--- src/rtl/olivia_pkg.sv ---
`default_nettype none
// ============================================================================
//  Module      : olivia_pkg
//  Description : Shared types and constants for the Olivia program loader.
//  Revision    : 1.0  initial release
// ============================================================================
package olivia_pkg;

    typedef enum logic [2:0] {
        HDR_HI = 3'd0,
        HDR_LO = 3'd1,
        DATA   = 3'd2,
        CSUM   = 3'd3,
        FILL   = 3'd4,
        DONE   = 3'd5,
        ERR    = 3'd6
    } load_state_t;

    localparam logic [7:0] NOP_BYTE  = 8'h00;
    localparam int         HDR_BYTES = 2;

endpackage
`default_nettype wire

--- src/rtl/im_loader.sv ---
`default_nettype none
// ============================================================================
//  Module      : im_loader
//  Description : Byte-serial framed program loader writing the Olivia IM
//                big-endian; holds the core in reset until verified.
//  Revision    : 1.0  initial release
// ============================================================================
module im_loader
    import olivia_pkg::*;
#(
    parameter int IM_BYTES = 64,
    parameter int ADDR_W   = 6
) (
    input  logic              clk,
    input  logic              rst,
    input  logic              in_valid,
    input  logic [7:0]        in_data,
    output logic              in_ready,
    output logic              im_we,
    output logic [ADDR_W-1:0] im_addr,
    output logic [7:0]        im_wdata,
    output logic              core_rst,
    output logic              load_done,
    output logic              load_err,
    output logic [ADDR_W-2:0] word_count
);

    localparam logic [ADDR_W:0] c_ptr_end   = (ADDR_W+1)'(IM_BYTES);
    localparam logic [ADDR_W:0] c_ptr_last  = (ADDR_W+1)'(IM_BYTES - 1);
    localparam logic [15:0]     c_max_words = 16'(IM_BYTES / 4);

    load_state_t       r_state,      w_state_nxt;
    logic [7:0]        r_n_hi,       w_n_hi_nxt;
    logic [ADDR_W-2:0] r_n_words,    w_n_words_nxt;
    logic [ADDR_W:0]   r_ptr,        w_ptr_nxt;
    logic [7:0]        r_csum,       w_csum_nxt;
    logic [ADDR_W-2:0] r_word_count, w_word_count_nxt;
    logic              r_im_we,      w_im_we_nxt;
    logic [ADDR_W-1:0] r_im_addr,    w_im_addr_nxt;
    logic [7:0]        r_im_wdata,   w_im_wdata_nxt;
    logic              r_load_done,  w_load_done_nxt;
    logic              r_load_err,   w_load_err_nxt;

    logic              w_xfer;
    logic [15:0]       w_n;
    logic [ADDR_W:0]   w_ptr_inc;

    assign in_ready  = (r_state == HDR_HI) || (r_state == HDR_LO) ||
                       (r_state == DATA)   || (r_state == CSUM);
    assign w_xfer    = in_valid && in_ready;
    assign w_n       = {r_n_hi, in_data};
    assign w_ptr_inc = r_ptr + 1'b1;

    always_comb begin
        w_state_nxt      = r_state;
        w_n_hi_nxt       = r_n_hi;
        w_n_words_nxt    = r_n_words;
        w_ptr_nxt        = r_ptr;
        w_csum_nxt       = r_csum;
        w_word_count_nxt = r_word_count;
        w_im_we_nxt      = 1'b0;
        w_im_addr_nxt    = r_im_addr;
        w_im_wdata_nxt   = r_im_wdata;
        w_load_done_nxt  = r_load_done;
        w_load_err_nxt   = r_load_err;

        case (r_state)
            HDR_HI: begin
                if (w_xfer) begin
                    w_n_hi_nxt  = in_data;
                    w_state_nxt = HDR_LO;
                end
            end
            HDR_LO: begin
                if (w_xfer) begin
                    if (w_n > c_max_words) begin
                        w_state_nxt    = ERR;
                        w_load_err_nxt = 1'b1;
                    end else begin
                        // Safe truncation: w_n is bounded by IM_BYTES/4 here
                        w_n_words_nxt = w_n[ADDR_W-2:0];
                        w_state_nxt   = (w_n == 16'd0) ? CSUM : DATA;
                    end
                end
            end
            DATA: begin
                if (w_xfer) begin
                    w_im_we_nxt    = 1'b1;
                    w_im_addr_nxt  = r_ptr[ADDR_W-1:0];
                    w_im_wdata_nxt = in_data;
                    w_csum_nxt     = r_csum ^ in_data;
                    w_ptr_nxt      = w_ptr_inc;
                    if (r_ptr[1:0] == 2'b11)
                        w_word_count_nxt = r_word_count + 1'b1;
                    if (w_ptr_inc == {r_n_words, 2'b00})
                        w_state_nxt = CSUM;
                end
            end
            CSUM: begin
                if (w_xfer) begin
                    if (in_data != r_csum) begin
                        w_state_nxt    = ERR;
                        w_load_err_nxt = 1'b1;
                    end else if (r_ptr == c_ptr_end) begin
                        w_state_nxt     = DONE;
                        w_load_done_nxt = 1'b1;
                    end else begin
                        w_state_nxt = FILL;
                    end
                end
            end
            FILL: begin
                // Pad the unused tail of IM with NOPs so no stale code survives
                w_im_we_nxt    = 1'b1;
                w_im_addr_nxt  = r_ptr[ADDR_W-1:0];
                w_im_wdata_nxt = NOP_BYTE;
                w_ptr_nxt      = w_ptr_inc;
                if (r_ptr == c_ptr_last) begin
                    w_state_nxt     = DONE;
                    w_load_done_nxt = 1'b1;
                end
            end
            DONE: begin
            end
            ERR: begin
            end
            default: begin
                w_state_nxt = HDR_HI;
            end
        endcase
    end

    always_ff @(posedge clk) begin
        if (rst) begin
            r_state      <= HDR_HI;
            r_n_hi       <= '0;
            r_n_words    <= '0;
            r_ptr        <= '0;
            r_csum       <= '0;
            r_word_count <= '0;
            r_im_we      <= 1'b0;
            r_im_addr    <= '0;
            r_im_wdata   <= '0;
            r_load_done  <= 1'b0;
            r_load_err   <= 1'b0;
        end else begin
            r_state      <= w_state_nxt;
            r_n_hi       <= w_n_hi_nxt;
            r_n_words    <= w_n_words_nxt;
            r_ptr        <= w_ptr_nxt;
            r_csum       <= w_csum_nxt;
            r_word_count <= w_word_count_nxt;
            r_im_we      <= w_im_we_nxt;
            r_im_addr    <= w_im_addr_nxt;
            r_im_wdata   <= w_im_wdata_nxt;
            r_load_done  <= w_load_done_nxt;
            r_load_err   <= w_load_err_nxt;
        end
    end

    assign im_we      = r_im_we;
    assign im_addr    = r_im_addr;
    assign im_wdata   = r_im_wdata;
    assign load_done  = r_load_done;
    assign load_err   = r_load_err;
    assign core_rst   = ~r_load_done;
    assign word_count = r_word_count;

endmodule
`default_nettype wire

--- config.mk ---
export PLATFORM = sky130hd
export DESIGN_NAME = im_loader
export DESIGN_NICKNAME = d
export VERILOG_FILES = /design/src/rtl/olivia_pkg.sv /design/src/rtl/im_loader.sv
export SDC_FILE = /design/constraint.sdc
export NUM_CORES = 1
export LEC_CHECK = 0
export CAP_MARGIN = 20
export CORE_MARGIN = 2
export CORE_UTILIZATION = 57
export CTS_CLUSTER_SIZE = 10
export DETAILED_ROUTE_END_ITERATION = 10
export PLACE_DENSITY_LB_ADDON = 0.2
export SLEW_MARGIN = 0
export SYNTH_ARGS = -nofsm -noshare
export SYNTH_HDL_FRONTEND = slang
export SYNTH_SLANG_ARGS = --single-unit
--- constraint.sdc ---
create_clock -name clk -period 3.6 [get_ports clk]
set_input_delay 0.9 -clock clk [delete_from_list [all_inputs] [get_ports clk]]
set_output_delay 0.9 -clock clk [all_outputs]
set_load 0.02 [all_outputs]
### Word level (Yosys, flattened, before mapping)

Cells that the tools add are included.
W data, S select, Z words.

* flip-flop bits (word level): 53
* output and inout bits: 24
* word-level logic and storage cells: 86

* add/subtract/negate cells: 2
* $lt $le $gt $ge: 1
* eq/ne operators: 21
* muxes and demuxes: 29
* bitwise operators: 4
* reductions and logical operators: 18

Operators with widths (count)
* $mux W3: 7
* $pmux W3 S6: 1
* $gt A16 B5 Y1 const B: 1
* $logic_not A16 Y1: 1
* $pmux W8 S2: 1
* $pmux W7 S2: 1
* $ne A2 B2 Y1 const B: 6
* $pmux W6 S2: 1
* $mux W1: 11
* $reduce_and A5 Y1: 2
* $eq A3 B3 Y1 const B: 3
* $mux W8: 1
* $ne A2 B1 Y1 const B: 4
* $ne A8 B8 Y1: 1
* $xor A8 B8 Y8: 1
* $add A7 B1 Y7 const B: 1
* $eq A7 B6 Y1 const B: 1
* $eq A7 B7 Y1: 1
* $eq A7 B7 Y1 const B: 1
* $mux W7: 1
* $reduce_and A7 Y1: 1
* $eq A3 B2 Y1 const B: 2
* $mux W6: 1
* $pmux W1 S2: 3
* 12 further kinds: 21

### Logic depth before layout (Yosys ltp)

* depth in word-level cells: 7
* gate-level depth with buffers: 8

### Worst setup path after synthesis

No wires, ideal clock.

* path type: input -> register
* start point: input in_data[0]
* end point: register r_n_words[0]
* setup time: 0.125 ns
* data arrival time: 2.097 ns
* required time: 3.475 ns
* path slack: 1.378 ns
* stages on the path: 5
* path buffers: 0
* path through: or4_1 > nand2_1 > nor3b_4 > mux2i_1 > nor2_1

* longest elaborated chain between the ends: 3

Ends and longest elaborated chain
* start: declaration: line im_loader.sv:17 `input logic [7:0] in_data,`
* $gt A16 B5 Y1: line im_loader.sv:76 `if (w_n > c_max_words) begin`
* $not A1 Y1 (no source line)
* $reduce_and A3 Y1 (no source line)
* end signal: assignment: line im_loader.sv:149 `r_n_words <= w_n_words_nxt;`
* end: declaration: line im_loader.sv:34 `logic [ADDR_W-2:0] r_n_words, w_n_words_nxt;`

Several ways; a longest one is shown, not always the timed one.
A chain may end at the register's enable or synchronous reset.

### Final worst setup path

* start point: input in_data[2]
* end point: register r_n_words[2]

Same word-level chain as after synthesis.

==> Flow_metrics.wiki <==
{| class="wikitable"
! Metric !! Value
|-
| Outcome || complete, no violations
|-
| Total Power || around 1.2 mW
|-
| Largest net degree at the start of global routing || 22
|-
| Worst Setup Slack post-DPL || approximately 0.75 ns
|-
| Classification of the worst setup path || in -> reg
|-
| Via density || roughly 5.2
|-
| Clock tree sinks || 53
|-
| Initial Utilization || approximately three fifths
|-
| Dpl cell area || roughly 2700 sq um
|-
| Number of warnings printed during yosys synthesis || 0
|-
| Period Utilization, post-route || 69.8%
|-
| Final critical path time including I/O delays and setup || ~2.5 ns
|-
| I/O Buffers || 34
|-
| Sort of element at the end of the critical path || register
|-
| Final global-route overflow total || 0
|-
| Sequential cell area fraction in the yosys report || between 40 and 50%
|-
| Most instantiated cells after synthesis || sky130_fd_sc_hd__dfxtp_1 (53), sky130_fd_sc_hd__nand2_1 (42), sky130_fd_sc_hd__nor2_1 (39)
|-
| Die W || a little under 70 um
|-
| Worst Slack Setup Final || 1.09 ns
|-
| Global-route wire length before repair || just under 8000 um
|-
| Final hold violation count || 0
|-
| Worst-Skew Late Latency || slightly above 0.3 ns
|-
| Initial antenna violation count || 0
|-
| Hold-fix buffers, CTS || 0
|-
| Top-level I/O count || 35
|-
| Hold slack final || 0.448 ns
|-
| Avg Cell Area, Syn || approximately 8.8 sq um
|-
| Leak pwr || 1.00 nW
|-
| Worst reg2reg setup slack || 1.64 ns
|-
| Via count of the first global-routing pass || about 1700
|-
| Main area contributors after synthesis || sky130_fd_sc_hd__dfxtp_1 (45%), sky130_fd_sc_hd__nand2_1 (6.6%), sky130_fd_sc_hd__xnor2_1 (6.3%)
|-
| Worst-case clock skew || 0.00420 ns
|-
| Syn Nets || approximately 290
|-
| Transition time of the tightest slew-check pin || 0.657 ns
|-
| Number of maximum-capacitance violations || 0
|-
| Class of the tightest hold or removal check || reg -> reg
|-
| Total number of H-tree levels || 2
|-
| N_diodes || 0
|-
| Pwr per Cell Area || roughly 430 nW/um^2
|-
| Total wirelength of the detailed-routed design || ~4600 um
|-
| Final non-filler cell area || around 2800 sq um
|-
| CTS Buffer Depth || 2
|-
| Layout overhead on the synthesized area || 19.5%
|-
| Number of pins with negative max-slew slack in the final report || 0
|-
| Post-CTS Setup Inserts || 0
|-
| Count of flip-flops with a built-in enable after synthesis || 0
|-
| Number of cells on the worst reg-to-reg path || 6
|-
| Number of instances resized during post-cts repair || 0
|-
| Critical path data required time || between 3 and 4 ns
|-
| Maximum ir drop on the vdd rail || 260 uV
|-
| TritonCTS clock tree || yes
|-
| Startpoint of the worst register-to-register path || r_ptr[0]$_SDFFE_PP0P_
|-
| Total Negative Setup Slacks || 0 ns
|-
| GRT Resource Usage Total || between 20% and 30%
|-
| Hold Path Cell Cnt || 2
|-
| Total area of sequential cells || 1060 sq um
|-
| Flop and latch count out of synthesis || between 50 and 60
|-
| Clock root buffer master || sky130_fd_sc_hd__clkbuf_8
|-
| Post-synthesis cell type with the largest combined area || sky130_fd_sc_hd__dfxtp_1
|-
| Top-area cell type share of the netlist area || between 40% and 50%
|-
| Destination of the worst hold path || load_err$_SDFFE_PP0P_
|-
| First-pass iteration count of the detailed router || 4
|-
| Dominant register cell in the synthesized netlist || sky130_fd_sc_hd__dfxtp_1
|-
| Initial DRC Count || approximately 160
|-
| Post-Syn Instances || between 200 and 300
|-
| Count of antenna-violating nets left after detailed routing || 0
|-
| Multi-input gate area || about 1200 sq um
|-
| Mean routed wirelength per cell || 13.0 um
|-
| Setup violators final || 0
|-
| DR vias || 1859
|-
| Data arrival, critical path || 2.72 ns
|-
| Post-Synthesis Cell Area || around 2400 sq um
|-
| Floorplan die height || roughly 69 um
|-
| Library cells used by synthesis || 44
|-
| Layout cells sized above 1 || under 10%
|-
| Post-synth ARST share || 0%
|-
| Most instantiated library cell after synthesis || sky130_fd_sc_hd__dfxtp_1
|-
| Worst slew margin relative to its limit || a little under three fifths
|-
| Total CTS buffers || 5
|-
| Number of DRC violations after detailed routing || 0
|-
| Std cell rows || 23
|-
| Final Wtd Congestion || just over 0.8
|-
| Largest driver fanout on the critical path || 5
|-
| Reg-to-Reg End || r_state[0]$_SDFFE_PP0P_
|-
| Half-perimeter wire length after detailed placement || ~3200 um
|-
| Count of nets after finishing || 318
|-
| Maximum clock rate || between 0.3 and 0.4 GHz
|-
| Core box area || 4000 sq um
|-
| Worst Hold Launch || load_err$_SDFFE_PP0P_
|-
| Layout filler cell count || ~330
|-
| Clock transition at the register clock pins on the worst setup and hold paths after CTS || roughly 0.10 ns
|-
| Die Footprint || between 4000 and 5000 sq um
|-
| Critical Path Source Type || input port
|-
| Setup repair after global routing missed its margin || false
|}
[sequential cells by signal (all words and copies together), names as in the netlist, 3 cells and up]
signal      count
word_count      5
im_wdata        8
r_state         3
r_csum          8
r_n_hi          8
im_addr         6
r_ptr           7
r_n_words       5
[through the flow]
step,util (%),cells
2_1_floorplan,-,271
4_1_cts,71.1,355
3_3_place_gp,68.2,347
3_5_place_dp,68.2,347
5_1_grt,71.1,355
6_report,71.1,355
[critical path, stage by stage]
cell                              delay [ns]
sky130_fd_sc_hd__clkdlybuf4s50_1        0.53
sky130_fd_sc_hd__or4_1                  0.54
sky130_fd_sc_hd__nand2_1                0.11
sky130_fd_sc_hd__nor3b_4                0.36
sky130_fd_sc_hd__mux2i_1                0.23
sky130_fd_sc_hd__nor2_1                 0.05
[placed cells by master (no fill, tap or decap), drive strengths merged, types with 3 or more instances in the layout]
cell / n
nand2: 42
dfxtp: 53
clkbuf: 5
nor2: 39
buf: 4
nand3: 7
nand4: 4
clkdlybuf4s50: 34
a21oi: 22
xnor2: 17
mux2i: 13
nor4: 5
ha: 3
xor2: 16
nand2b: 4
inv: 8
[power breakdown]
group          switching [mW]  internal, mW
clock network           0.202         0.208
registers              0.0288         0.612
logic                  0.0974        0.0755
total                   0.328         0.896
[routing by layer]
| layer | part of all wire, % | vias up | global-route usage (%) |
|---|---|---|---|
| li1 | - | 960 | - |
| met1 | 51 | 847 | 33.1 |
| met2 | 43 | 45 | 31.0 |
| met3 | 5.0 | 7 | 5.84 |
| met4 | 1.2 | 0 | 7.25 |
| met5 | 0 | - | 0 |
[worst max-delay path by stage]
stage	start	to	cells after the start
5_1_grt	in_data[1]	r_n_words[3]$_SDFFE_PP0P_	6
3_3_place_gp	in_data[1]	r_n_words[1]$_SDFFE_PP0P_	6
6_report	in_data[2]	r_n_words[2]$_SDFFE_PP0P_	6
4_1_cts	in_data[0]	r_n_words[2]$_SDFFE_PP0P_	6
3_5_place_dp	in_data[0]	r_n_words[2]$_SDFFE_PP0P_	6
2_1_floorplan	in_data[0]	r_n_words[0]$_SDFFE_PP0P_	5
[area by class of cell]
cell class	count	share of cell area, %
multi-input combinational	198	42.4
sequential	53	37.3
timing repair buffer	38	13.0
clock buffer	5	2.42
tap	50	2.20
clock inverter	3	1.63
inverter	8	1.06
[cells by family after synthesis]
logic type | after synthesis | synth area share (%)
muxes | 13 | 5.47
xor gates and xnor gates | 33 | 12.1
adders and majority gates | 3 | 1.58
buffers and inverters | 20 | 4.78
DFF | 53 | 44.6
and+or+nand+nor | 116 | 23.2
AOI/OAI and AO/OA | 33 | 8.26
No activity file was read; power rests on OpenSTA's default activity.
